$ cat src/rtl/dmem_load_requester.sv
// Data-memory load issue stage: alignment/funct3 check, word read over req/ack, response to extractor.
// Latency: accept -> bus read next cycle -> response the cycle after ack (3 cycles min per load).
// Backpressure: one request outstanding; oReqReady is low outside IDLE, response held until iRspReady.
//
// Ports:
//   iCLK, iRST            clock, synchronous active-high reset
//   iReqValid/oReqReady   load request handshake; iAddr byte address, iFunct3 RV32I load type
//   oBusRead/oBusAddr     level-held word-aligned read request
//   iBusAck/iBusRData     single-cycle acknowledge with read data
//   oRspValid/iRspReady   response handshake; oRspData raw word, oRspAlignment addr[1:0],
//                         oRspFunct3, oRspMisaligned / oRspError status flags
//   oBusy                 high whenever the FSM is not idle
module dmem_load_requester #(
  parameter int unsigned TIMEOUT_CYCLES = 255
) (
  input  logic        iCLK,
  input  logic        iRST,
  input  logic        iReqValid,
  output logic        oReqReady,
  input  logic [31:0] iAddr,
  input  logic [2:0]  iFunct3,
  output logic        oBusRead,
  output logic [31:0] oBusAddr,
  input  logic        iBusAck,
  input  logic [31:0] iBusRData,
  output logic        oRspValid,
  input  logic        iRspReady,
  output logic [31:0] oRspData,
  output logic [1:0]  oRspAlignment,
  output logic [2:0]  oRspFunct3,
  output logic        oRspMisaligned,
  output logic        oRspError,
  output logic        oBusy
);

  typedef enum logic [1:0] {
    S_IDLE = 2'd0,
    S_BUS  = 2'd1,
    S_RESP = 2'd2
  } state_e;

  // Last counter value before giving up; the counter starts at 0 in the
  // first BUS cycle, so the read is held for exactly TIMEOUT_CYCLES cycles.
  localparam logic [15:0] CNT_LAST = 16'(TIMEOUT_CYCLES - 1);

  state_e      state_q, state_d;
  logic [31:0] addr_q, addr_d;
  logic [2:0]  funct3_q, funct3_d;
  logic [31:0] data_q, data_d;
  logic        misal_q, misal_d;
  logic        err_q, err_d;
  logic [15:0] cnt_q, cnt_d;

  logic funct3_legal;
  logic addr_misaligned;

  // Request decode, evaluated on the incoming request in IDLE.
  always_comb begin
    funct3_legal = 1'b0;
    case (iFunct3)
      3'b000, 3'b001, 3'b010, 3'b100, 3'b101: funct3_legal = 1'b1;
      default:                                funct3_legal = 1'b0;
    endcase
  end

  // Word loads need both low bits clear; halfword loads (001/101) need bit 0 clear.
  always_comb begin
    addr_misaligned = 1'b0;
    if (iFunct3 == 3'b010) begin
      addr_misaligned = (iAddr[1:0] != 2'b00);
    end else if (iFunct3[1:0] == 2'b01) begin
      addr_misaligned = iAddr[0];
    end
  end

  always_comb begin
    state_d  = state_q;
    addr_d   = addr_q;
    funct3_d = funct3_q;
    data_d   = data_q;
    misal_d  = misal_q;
    err_d    = err_q;
    cnt_d    = cnt_q;

    case (state_q)
      S_IDLE: begin
        if (iReqValid) begin
          addr_d   = iAddr;
          funct3_d = iFunct3;
          data_d   = 32'd0;
          misal_d  = 1'b0;
          err_d    = 1'b0;
          cnt_d    = 16'd0;
          // Illegal funct3 outranks misalignment; faults skip the bus entirely.
          if (!funct3_legal) begin
            err_d   = 1'b1;
            state_d = S_RESP;
          end else if (addr_misaligned) begin
            misal_d = 1'b1;
            state_d = S_RESP;
          end else begin
            state_d = S_BUS;
          end
        end
      end

      S_BUS: begin
        // Ack is checked first so an ack in the timeout cycle still delivers data.
        if (iBusAck) begin
          data_d  = iBusRData;
          misal_d = 1'b0;
          err_d   = 1'b0;
          state_d = S_RESP;
        end else if (cnt_q == CNT_LAST) begin
          data_d  = 32'd0;
          err_d   = 1'b1;
          state_d = S_RESP;
        end else begin
          cnt_d = cnt_q + 16'd1;
        end
      end

      S_RESP: begin
        if (iRspReady) begin
          state_d = S_IDLE;
        end
      end

      default: begin
        state_d = S_IDLE;
      end
    endcase
  end

  always_ff @(posedge iCLK) begin
    if (iRST) begin
      state_q  <= S_IDLE;
      addr_q   <= 32'd0;
      funct3_q <= 3'd0;
      data_q   <= 32'd0;
      misal_q  <= 1'b0;
      err_q    <= 1'b0;
      cnt_q    <= 16'd0;
    end else begin
      state_q  <= state_d;
      addr_q   <= addr_d;
      funct3_q <= funct3_d;
      data_q   <= data_d;
      misal_q  <= misal_d;
      err_q    <= err_d;
      cnt_q    <= cnt_d;
    end
  end

  // Every output is either a register or a pure decode of the state register,
  // so neither iBusAck nor iRspReady reaches an output combinationally.
  assign oReqReady      = (state_q == S_IDLE);
  assign oBusRead       = (state_q == S_BUS);
  assign oRspValid      = (state_q == S_RESP);
  assign oBusy          = (state_q != S_IDLE);
  assign oBusAddr       = {addr_q[31:2], 2'b00};
  assign oRspData       = data_q;
  assign oRspAlignment  = addr_q[1:0];
  assign oRspFunct3     = funct3_q;
  assign oRspMisaligned = misal_q;
  assign oRspError      = err_q;

endmodule

$ cat config.mk
export PLATFORM = sky130hd
export DESIGN_NAME = dmem_load_requester
export DESIGN_NICKNAME = d
export VERILOG_FILES = /design/src/rtl/dmem_load_requester.sv
export SDC_FILE = /design/constraint.sdc
export NUM_CORES = 1
export LEC_CHECK = 0
export BUFFER_PORTS_ARGS = -buffer_cell sky130_fd_sc_hd__buf_2
export CAP_MARGIN = 20
export CORE_AREA = 2 2 89 91
export CTS_CLUSTER_DIAMETER = 30
export CTS_CLUSTER_SIZE = 30
export DETAILED_ROUTE_END_ITERATION = 6
export DIE_AREA = 0 0 91 93
export HOLD_SLACK_MARGIN = 0.08
export PLACE_DENSITY = 0.77
export SLEW_MARGIN = 5
export SYNTH_ARGS = -nofsm -noshare
export SYNTH_HDL_FRONTEND = slang
export SYNTH_SLANG_ARGS = --single-unit
$ cat constraint.sdc
create_clock -name iCLK -period 2.15 [get_ports iCLK]
set_input_delay 0.3225 -clock iCLK [delete_from_list [all_inputs] [get_ports iCLK]]
set_output_delay 0.3225 -clock iCLK [all_outputs]
set_load 0.005 [all_outputs]
==> metrics.cfg, run 1 <==
[status]
outcome = finished clean

[global_routing]
grt_antenna_before_repair = 0
grt_pass1_vias = 3233
grt_use_total = 0.200
grt_start_max_net_pins = 43
grt_pass1_wl_um = 14100
grt_overflow = 0

[cells_and_area]
fin_cells = 625
syn_to_final_growth_pct = 30.4
n_antenna_cell = 0
final_nets = 592
final_area_mm2 = 0.00447
fill_cells = 712
drive_above_1_share = 0.354

[routing]
viasPerCell = 5.28
drtAntennaViolNets = 0
num_vias = 3303
drt_iter0_markers = 130
first_pass_iters = 6
route.detailed.drc = 0
wl_per_cell_um = 13.7
wirelength_um = 8590

[placement]
io_buffers = 144
dpl_cell_area_mm2 = 0.00426
gp_congestion = 0.759
dp_hpwl_um = 6180
dp.cells = 606

[synth]
ys_types = 45
async_flop_share = 0
syn_area_mm2 = 0.00343
synth_edf_count = 0
ys.warnings.count = 0
netlist_instances = 374
yosysMostFrequentCell = dfxtp_1
synthTopCellsByCount = dfxtp_1, nand2_1, a21oi_1
ys_ff_latch = 87
yosys.area.top_type = dfxtp_1
synth_area_leaders = dfxtp_1, nand2_1, a32o_1, a21oi_1, clkbuf_1
postSynthAreaPerCell_um2 = 9.16
ys_seq_area_frac = 0.508
ys.flop_type = dfxtp_1
synth_top_area_frac = 0.508

[clock_network]
clkLatencyLatePin_ns = 0.35
clk_path_buf_depth = 2
cts_hold_buf = 0
numClockSinks = 87
cts_root_buf = clkbuf_8
post_cts_resized = 0
cts_tree = built
htree_levels = 3
cts-buffers-inserted = 9
clkSlewWorstSetupHoldPaths_ns = 0.09

[floorplan]
start_util = 0.455
die_area_mm2 = 0.00846
chipHeight_um = 93
die_x_um = 91
core-area_mm2 = 0.00753
rows = 32
boundaryPins = 147

[job]
maxCapViolations = 0

[worst_setup_path]
worstSetupEndpointType = flop
worstSetupPathType = flop to flop
setup.worst_path.start_class = flop
reg2reg_slack_ns = 0.11
path_max_fanout = 11
crit_arrival_ns = 2.28
required_ns = 2.39

[sta]
fin_crit_ns = 2.04
fmax_mhz = 489
relSlewSlack = 0.599
skew_ns = 0.00961
hold_violations = 0
rsz0062_at_grt = no
setup_viol = 0
maxSlewViolCount = 0
min_period_over_period = 0.951
worstMarginPinSlew_ns = 0.599
tns_ns = 0

[pwr]
p_total_mw = 3.20
ir_drop_mv = 0.414
p_per_area_mw_per_mm2 = 716
leakage_nw = 1.94

[hold_path]
hp-class = primary input to flop

report_power, final:
part	leakage, nW	internal, mW	switching [mW]	total, mW
logic	1.15	0.192	0.245	0.437
registers	0.708	1.68	0.0358	1.71
clock network	0.0825	0.438	0.609	1.05
total	1.94	2.31	0.890	3.20
cell usage in the layout, fill, tap and decap left out, types with 7 or more instances in the layout:
cell type  Yosys  final
a21oi_1       46     46
a32o_1        32     32
buf_2          0    144
buf_4          2     13
clkbuf_8       0      9
dfxtp_1       87     87
inv_1          8      8
nand2_1       86     86
nand3_1        7      7
nor2_1         9      9
o31ai_1        8      8
state kept, by name, summed over array words and instances (netlist names):
register,cells
addr_q,32
oRspData,32
cnt_q,16
oRspFunct3,3
state_q,2
oRspError,1
oRspMisaligned,1
critical path: stages (launching register included):
cell and delay, ns:
dfxtp_1 0.36, or4_4 0.59, nor4_4 0.37, o31ai_4 0.15, buf_4 0.20, a32o_1 0.26
metrics by stage:
stage | util | setup WS, ns | hold slack (ns)
after global placement | 0.564 | 0.0481 | 0.439
after floorplan | - | 0.200 | 0.448
after detailed placement | 0.566 | 0.0362 | 0.443
after CTS | 0.590 | 0.0316 | 0.161
final | 0.593 | 0.106 | 0.178
after global routing | 0.593 | 0.0374 | 0.172
cells by family after synthesis:
family                     after synthesis  share of synthesized area
buffers and inverters                   36                     0.0482
DFF                                     87                      0.508
and+or+nand+nor                        139                      0.199
AOI/OAI and AO/OA                      104                      0.221
other                                    1                    0.00109
muxes                                    5                     0.0146
adders and majority gates                2                    0.00730
final cells by class:
cell class	instances	area, um2	share of cell area
inverters	9	33.8	0.00757
repair buffers	159	853	0.191
multi-input cells	252	1530	0.342
well taps	102	128	0.0286
clock buffers	10	128	0.0286
flip-flops and latches	87	1740	0.390
clock inverters	6	53.8	0.0120
routing by layer:
layer | vias up | wire (um) | global-route usage
met2 | 125 | 4240 | 0.360
met3 | 5 | 604 | 0.0451
met1 | 1541 | 3690 | 0.232
met5 | - | 0 | 0
met4 | 0 | 57 | 0.0783
li1 | 1632 | - | -
timing repair:
action	4_1_cts	5_1_grt
setup buffers	0	3
setup endpoints to repair	0	15
endpoints found under the hold margin	0	0
worst paths after layout:
check             depth (start not counted)                    start                   endpoint
setup / recovery                          5   cnt_q[10]$_SDFFE_PP0P_   oRspData[5]$_SDFFE_PP0P_
hold / removal                            2            iBusRData[20]  oRspData[20]$_SDFFE_PP0P_
hold reg to reg                           2  addr_q[13]$_SDFFE_PP0P_    addr_q[13]$_SDFFE_PP0P_
setup reg to reg                          5   cnt_q[10]$_SDFFE_PP0P_   oRspData[5]$_SDFFE_PP0P_
No activity file was read; power rests on OpenSTA's default activity.
==> inputs of run 2 (changes only) <==
--- a/config.mk
+++ b/config.mk
@@ -7,13 +7,14 @@
 export LEC_CHECK = 0
 export BUFFER_PORTS_ARGS = -buffer_cell sky130_fd_sc_hd__buf_2
 export CAP_MARGIN = 20
-export CORE_AREA = 2 2 89 91
+export CORE_AREA = 2 2 93 95
 export CTS_CLUSTER_DIAMETER = 30
 export CTS_CLUSTER_SIZE = 30
 export DETAILED_ROUTE_END_ITERATION = 6
-export DIE_AREA = 0 0 91 93
+export DIE_AREA = 0 0 95 97
 export HOLD_SLACK_MARGIN = 0.08
-export PLACE_DENSITY = 0.77
+export PLACE_DENSITY = 0.74
+export RECOVER_POWER = 50
 export SLEW_MARGIN = 5
 export SYNTH_ARGS = -nofsm -noshare
 export SYNTH_HDL_FRONTEND = slang
==> constraint.sdc (replaced) <==
create_clock -name iCLK -period 1.8 [get_ports iCLK]
set_input_delay 0.27 -clock iCLK [delete_from_list [all_inputs] [get_ports iCLK]]
set_output_delay 0.27 -clock iCLK [all_outputs]
set_load 0.005 [all_outputs]
==> run 2 against run 1 <==
The flow now finishes with violations (negative setup slack). Via count up 2.5%. First-iteration DRC count grew 31%. Sequential power grew 20%. Wire length is 3.0% higher. Count of clock-buffer cells in the layout is the same. Sequential share of layout area down 1.1 points. Total power up 24%. Critical path type unchanged.
==> metrics.cfg, run 2 (synthesized netlist as in run 1, its figures left out) <==
[status]
outcome = finished, violations left
failed_checks = negative setup slack

[clock_network]
cts_tree = built
numClockSinks = 87  ; unchanged
clkSlewWorstSetupHoldPaths_ns = 0.09  ; about the same
clkLatencyLatePin_ns = 0.36  ; about the same
cts-buffers-inserted = 9  ; unchanged
cts_root_buf = clkbuf_8
htree_levels = 3  ; unchanged
clk_path_buf_depth = 2  ; unchanged

[worst_setup_path]
required_ns = 2.05  ; -0.34 ns
setup.worst_path.start_class = flop
crit_path_cell_trace = or4_4 -> nor4_4 -> o31ai_4 -> buf_12 -> a32o_1
reg2reg_depth = 5  ; unchanged
worstSetupEndpointType = flop
r2r-start = cnt_q[12]$_SDFFE_PP0P_
crit_path_max_incr_delay_ns = 0.58  ; about the same
path_max_fanout = 25  ; +14
reg2reg_slack_ns = -0.02  ; -0.13 ns
worst-path-buf-inv = 1  ; unchanged
crit_arrival_ns = 2.07  ; -0.21 ns
slowest_stage = or4_4
worstSetupPathType = flop to flop
r2r-end = oRspData[5]$_SDFFE_PP0P_
path_delay_family = simple AND/OR/NAND/NOR gates

[routing]
drtAntennaViolNets = 0  ; unchanged
viasPerCell = 5.23  ; -1.1%
first_pass_iters = 4  ; -2
route.detailed.drc = 0  ; unchanged
drt_iter0_markers = 170  ; +31%
wl_per_cell_um = 13.7  ; -0.61%
num_vias = 3386  ; +2.5%
wirelength_um = 8850  ; +3.0%

[sta]
rsz0062_at_grt = yes
setup_viol = 25  ; +25
fmax_mhz = 550  ; +12%
skew_ns = 0.0121  ; +0.00247 ns
fin_crit_ns = 1.82  ; -0.225 ns
hold_violations = 0  ; unchanged
worstMarginPinSlew_ns = 0.554  ; -0.0447 ns
maxSlewViolCount = 0  ; unchanged
min_period_over_period = 1.01  ; +0.0601
fin_ws_ns = -0.0192  ; -0.125 ns
fin_hold_ws_ns = 0.117  ; -0.0614 ns
relSlewSlack = 0.629  ; +0.0299

[global_routing]
grt_pass1_wl_um = 14300  ; +1.5%
grtUsageMet1 = 0.225  ; -0.00657
grt_start_max_net_pins = 36  ; -16%
grt_overflow = 0  ; unchanged
grt_use_total = 0.193  ; -0.00778
use_met3 = 0.0615  ; +0.0164
busiest_layer = met2
use_met2 = 0.333  ; -0.0272
grt_antenna_before_repair = 0  ; unchanged
grt_pass1_vias = 3208  ; -0.77%

[placement]
gp_congestion = 0.768  ; +1.2%
dp_hpwl_um = 6550  ; +5.9%
dpl_cell_area_mm2 = 0.00440  ; +3.2%
io_buffers = 144  ; unchanged

[cells_and_area]
layout_commonest_cell = buf_2
drive_above_1_share = 0.333  ; -0.0204
final_area_mm2 = 0.00461  ; +3.3%
final_cell_mix = buf_2, nand2_1, dfxtp_1
n_antenna_cell = 0  ; unchanged
final_nets = 612  ; +3.4%
fill_cells = 753  ; +5.8%
syn_to_final_growth_pct = 34.7

[pwr]
ir_drop_mv = 0.457  ; +10%
p_total_mw = 3.97  ; +24%
p_per_area_mw_per_mm2 = 861  ; +20%
leakage_nw = 1.91  ; -1.7%

[floorplan]
die_area_mm2 = 0.00922  ; +8.9%
core-area_mm2 = 0.00813  ; +8.1%
die_x_um = 95  ; +4.4%
boundaryPins = 147  ; unchanged
start_util = 0.421  ; -0.0340
rows = 33  ; +3.1%
chipHeight_um = 97  ; +4.3%

[hold_path]
min-delay-start = iBusRData[15]
hp-class = primary input to flop
holdPathStages = 2  ; unchanged
holdPathEnd = oRspData[15]$_SDFFE_PP0P_

[job]
maxCapViolations = 0  ; unchanged

==> run 2: what timing repair did <==
action | CTS | global route
gates cloned | 0 | 0
resized for setup | 3 | 10
hold buffers | 0 | 0
endpoints found under the hold margin | 0 | 0
setup buffers | 1 | 3
endpoints found under the setup margin | 26 | 40
pin swaps | 0 | 3
==> run 2: report_power, final <==
| group | total (mW) | internal [mW] | switching [mW] |
|---|---|---|---|
| combinational | 0.532 | 0.231 | 0.301 |
| clock | 1.39 | 0.684 | 0.710 |
| sequential | 2.05 | 2.01 | 0.0415 |
| total | 3.97 | 2.92 | 1.05 |
==> run 2: worst max-delay path by stage <==
stage / startpoint / end / slack (ns) / cells past startpoint
finish: cnt_q[12]$_SDFFE_PP0P_ / oRspData[5]$_SDFFE_PP0P_ / -0.02 / 5
global route: cnt_q[12]$_SDFFE_PP0P_ / oRspData[5]$_SDFFE_PP0P_ / -0.08 / 5
CTS: cnt_q[12]$_SDFFE_PP0P_ / oRspData[5]$_SDFFE_PP0P_ / -0.02 / 5
detailed placement: cnt_q[12]$_SDFFE_PP0P_ / oRspData[5]$_SDFFE_PP0P_ / -0.07 / 5
global placement: cnt_q[0]$_SDFFE_PP0P_ / oRspData[16]$_SDFFE_PP0P_ / -0.33 / 6
floorplan: cnt_q[15]$_SDFFE_PP0P_ / oRspData[0]$_SDFFE_PP0P_ / 0.008 / 5
==> run 2: layout make-up <==
| type | instances | area (um2) | share of cell area |
|---|---|---|---|
| sequential | 87 | 1750 | 0.379 |
| multi-input combinational | 252 | 1540 | 0.334 |
| inverter | 9 | 33.8 | 0.00732 |
| clock inverter | 6 | 67.6 | 0.0146 |
| clock buffer | 10 | 138 | 0.0298 |
| timing repair buffer | 179 | 955 | 0.207 |
| tap | 105 | 131 | 0.0285 |
==> run 2: worst register-to-register path: stages (launching register included) <==
cell	delay (ns)
dfxtp_2	0.33
or4_4	0.58
nor4_4	0.25
o31ai_4	0.12
buf_12	0.18
a32o_1	0.26
==> run 2: routing by layer <==
layer | vias to the layer above | share of wire
met4 | 0 | 0.013
li1 | 1675 | -
met2 | 117 | 0.48
met3 | 13 | 0.082
met1 | 1581 | 0.43
met5 | - | 0
==> run 2: per-stage QoR <==
stage                     setup slack [ns]  setup TNS [ns]  cells  utilization
after floorplan                    0.00784               0    375            -
after global placement              -0.331          -10.84    627        0.539
after detailed placement           -0.0735           -1.58    628        0.541
after CTS                          -0.0185          -0.144    645        0.568
after global routing               -0.0773           -1.82    648        0.567
final                              -0.0192          -0.231    648        0.567
==> inputs of run 3 (changes only) <==
--- a/config.mk
+++ b/config.mk
@@ -7,15 +7,14 @@
 export LEC_CHECK = 0
 export BUFFER_PORTS_ARGS = -buffer_cell sky130_fd_sc_hd__buf_2
 export CAP_MARGIN = 20
-export CORE_AREA = 2 2 93 95
+export CORE_AREA = 2 2 103 85
 export CTS_CLUSTER_DIAMETER = 30
 export CTS_CLUSTER_SIZE = 30
 export DETAILED_ROUTE_END_ITERATION = 6
-export DIE_AREA = 0 0 95 97
+export DIE_AREA = 0 0 105 87
 export HOLD_SLACK_MARGIN = 0.08
-export PLACE_DENSITY = 0.74
+export PLACE_DENSITY = 0.75
 export RECOVER_POWER = 50
-export SLEW_MARGIN = 5
 export SYNTH_ARGS = -nofsm -noshare
 export SYNTH_HDL_FRONTEND = slang
 export SYNTH_SLANG_ARGS = --single-unit
==> run 3 against run 2 <==
The flow still finishes with violations (negative setup slack). Wire length rose by 3.9%. Hold slack gained 0.015 ns. Highest routed layer unchanged. Clock power is 7% lower. Sequential share of layout area down 1.2 points.
==> metrics.cfg, run 3 (synthesized netlist as in run 1, its figures left out) <==
[clock_network]
clk_path_buf_depth = 2  ; unchanged
cts_hold_buf = 0  ; unchanged
numClockSinks = 87  ; unchanged
cts-buffers-inserted = 9  ; unchanged
clkSlewWorstSetupHoldPaths_ns = 0.08  ; about the same
cts_tree = built
clkLatencyLatePin_ns = 0.34  ; -0.02 ns
cts_root_buf = clkbuf_8
htree_levels = 3  ; unchanged

[placement]
dp_hpwl_um = 6570  ; +0.38%
dpl_cell_area_mm2 = 0.00448  ; +1.8%
gp_congestion = 0.830  ; +8.1%
place_ws_ns = -0.0864  ; -0.0129 ns
io_buffers = 144  ; unchanged
dp.cells = 641  ; +2.1%

[global_routing]
grt_use_total = 0.200  ; +0.00742
grt_start_max_net_pins = 36  ; unchanged
grt_antenna_before_repair = 0  ; unchanged
grt_pass1_wl_um = 14800  ; +3.4%
grt_pass1_vias = 3225  ; +0.53%
grt_overflow = 0  ; unchanged

[sta]
relSlewSlack = 0.551  ; -0.0776
maxSlewViolCount = 0  ; unchanged
fin_crit_ns = 1.85  ; +0.0311 ns
setup_viol = 33  ; +32%
hold_violations = 0  ; unchanged
fmax_mhz = 540  ; -1.7%
tns_ns = -0.958  ; -0.728 ns
rsz0062_at_grt = yes
skew_ns = 0.00557  ; -0.00651 ns
min_period_over_period = 1.03  ; +0.0173
fin_hold_ws_ns = 0.132  ; +0.0147 ns
worstMarginPinSlew_ns = 0.670  ; +0.116 ns
fin_ws_ns = -0.0503  ; -0.0311 ns

[routing]
num_vias = 3390  ; +0.12%
wl_per_cell_um = 13.9  ; +1.5%
first_pass_iters = 4  ; unchanged
drtAntennaViolNets = 0  ; unchanged
route.detailed.drc = 0  ; unchanged
drt_iter0_markers = 128  ; -25%
wirelength_um = 9200  ; +3.9%
viasPerCell = 5.11  ; -2.1%

[cells_and_area]
layout_commonest_cell = buf_2
final_area_mm2 = 0.00476  ; +3.1%
fin_cells = 663  ; +2.3%
n_antenna_cell = 0  ; unchanged
fin_util = 0.581  ; +0.0142
syn_to_final_growth_pct = 38.9
final_nets = 621  ; +1.5%
drive_above_1_share = 0.347  ; +0.0133
final_cell_mix = buf_2, nand2_1, dfxtp_1

[worst_setup_path]
reg2reg_slack_ns = -0.05  ; -0.03 ns
setup.worst_path.start_class = flop
worstSetupPathType = flop to flop
required_ns = 2.04  ; about the same
worstSetupEndpointType = flop
crit_arrival_ns = 2.09  ; +0.02 ns
path_max_fanout = 13  ; -48%

[job]
maxCapViolations = 0  ; unchanged

[pwr]
p_per_area_mw_per_mm2 = 822  ; -4.6%
p_total_mw = 3.91  ; -1.6%
leakage_nw = 2.01  ; +5.1%
ir_drop_mv = 0.494  ; +8.3%

[floorplan]
boundaryPins = 147  ; unchanged
chipHeight_um = 87  ; -10%
rows = 30  ; -9.1%
die_area_mm2 = 0.00914  ; -0.87%
die_x_um = 105  ; +11%
start_util = 0.419  ; -0.00251
core-area_mm2 = 0.00818  ; +0.60%

[hold_path]
hp-class = primary input to flop

[status]
outcome = finished, violations left
failed_checks = negative setup slack

run 3: cell count changes in the layout (fill, tap and decap cells not counted), moves of 2 or more:
cell       before  now
buf_2         108  115
clkbuf_1       36   31
buf_4          33   37
dfxtp_1        81   84
dfxtp_2         6    3
buf_12          1    3
clkbuf_16       0    2
run 3: repair_timing:
action,in CTS,in global routing
endpoints found under the setup margin,28,45
pin swaps,2,7
resized for setup,3,12
gates cloned,0,2
setup buffers,3,3
endpoints found under the hold margin,0,0
run 3: worst max-delay path: stages (launching register included):
cell and delay, ns:
dfxtp_2 0.32, or4_4 0.57, nor4_4 0.24, o31ai_4 0.15, clkbuf_16 0.21, a32o_1 0.25
run 3: area by class of cell:
class                   count  area [um2]
fillers                   744        3420
flip-flops and latches     87        1750
multi-input cells         252        1570
repair buffers            188        1090
well taps                 112         140
clock buffers              11         131
clock inverters             4        47.5
inverters                   9        33.8
run 3: power by group:
part | internal [mW] | switching (mW) | total, mW
registers | 2.01 | 0.0416 | 2.05
clock network | 0.631 | 0.660 | 1.29
logic | 0.262 | 0.310 | 0.573
run 3: layer usage:
layer | global-route usage | vias up | part of all wire
li1 | - | 1692 | -
met3 | 0.0688 | 11 | 0.079
met4 | 0.0776 | 0 | 0.013
met1 | 0.235 | 1565 | 0.44
met2 | 0.341 | 122 | 0.47
met5 | 0 | - | 0
run 3: path summary, 6_finish.rpt:
path                                              start                        end  cells after the start
worst max-delay path             cnt_q[12]$_SDFFE_PP0P_  oRspData[29]$_SDFFE_PP0P_                      5
worst min-delay path                      iBusRData[17]  oRspData[17]$_SDFFE_PP0P_                      2
worst max register to register   cnt_q[12]$_SDFFE_PP0P_  oRspData[29]$_SDFFE_PP0P_                      5
worst min register to register  addr_q[30]$_SDFFE_PP0P_    addr_q[30]$_SDFFE_PP0P_                      2
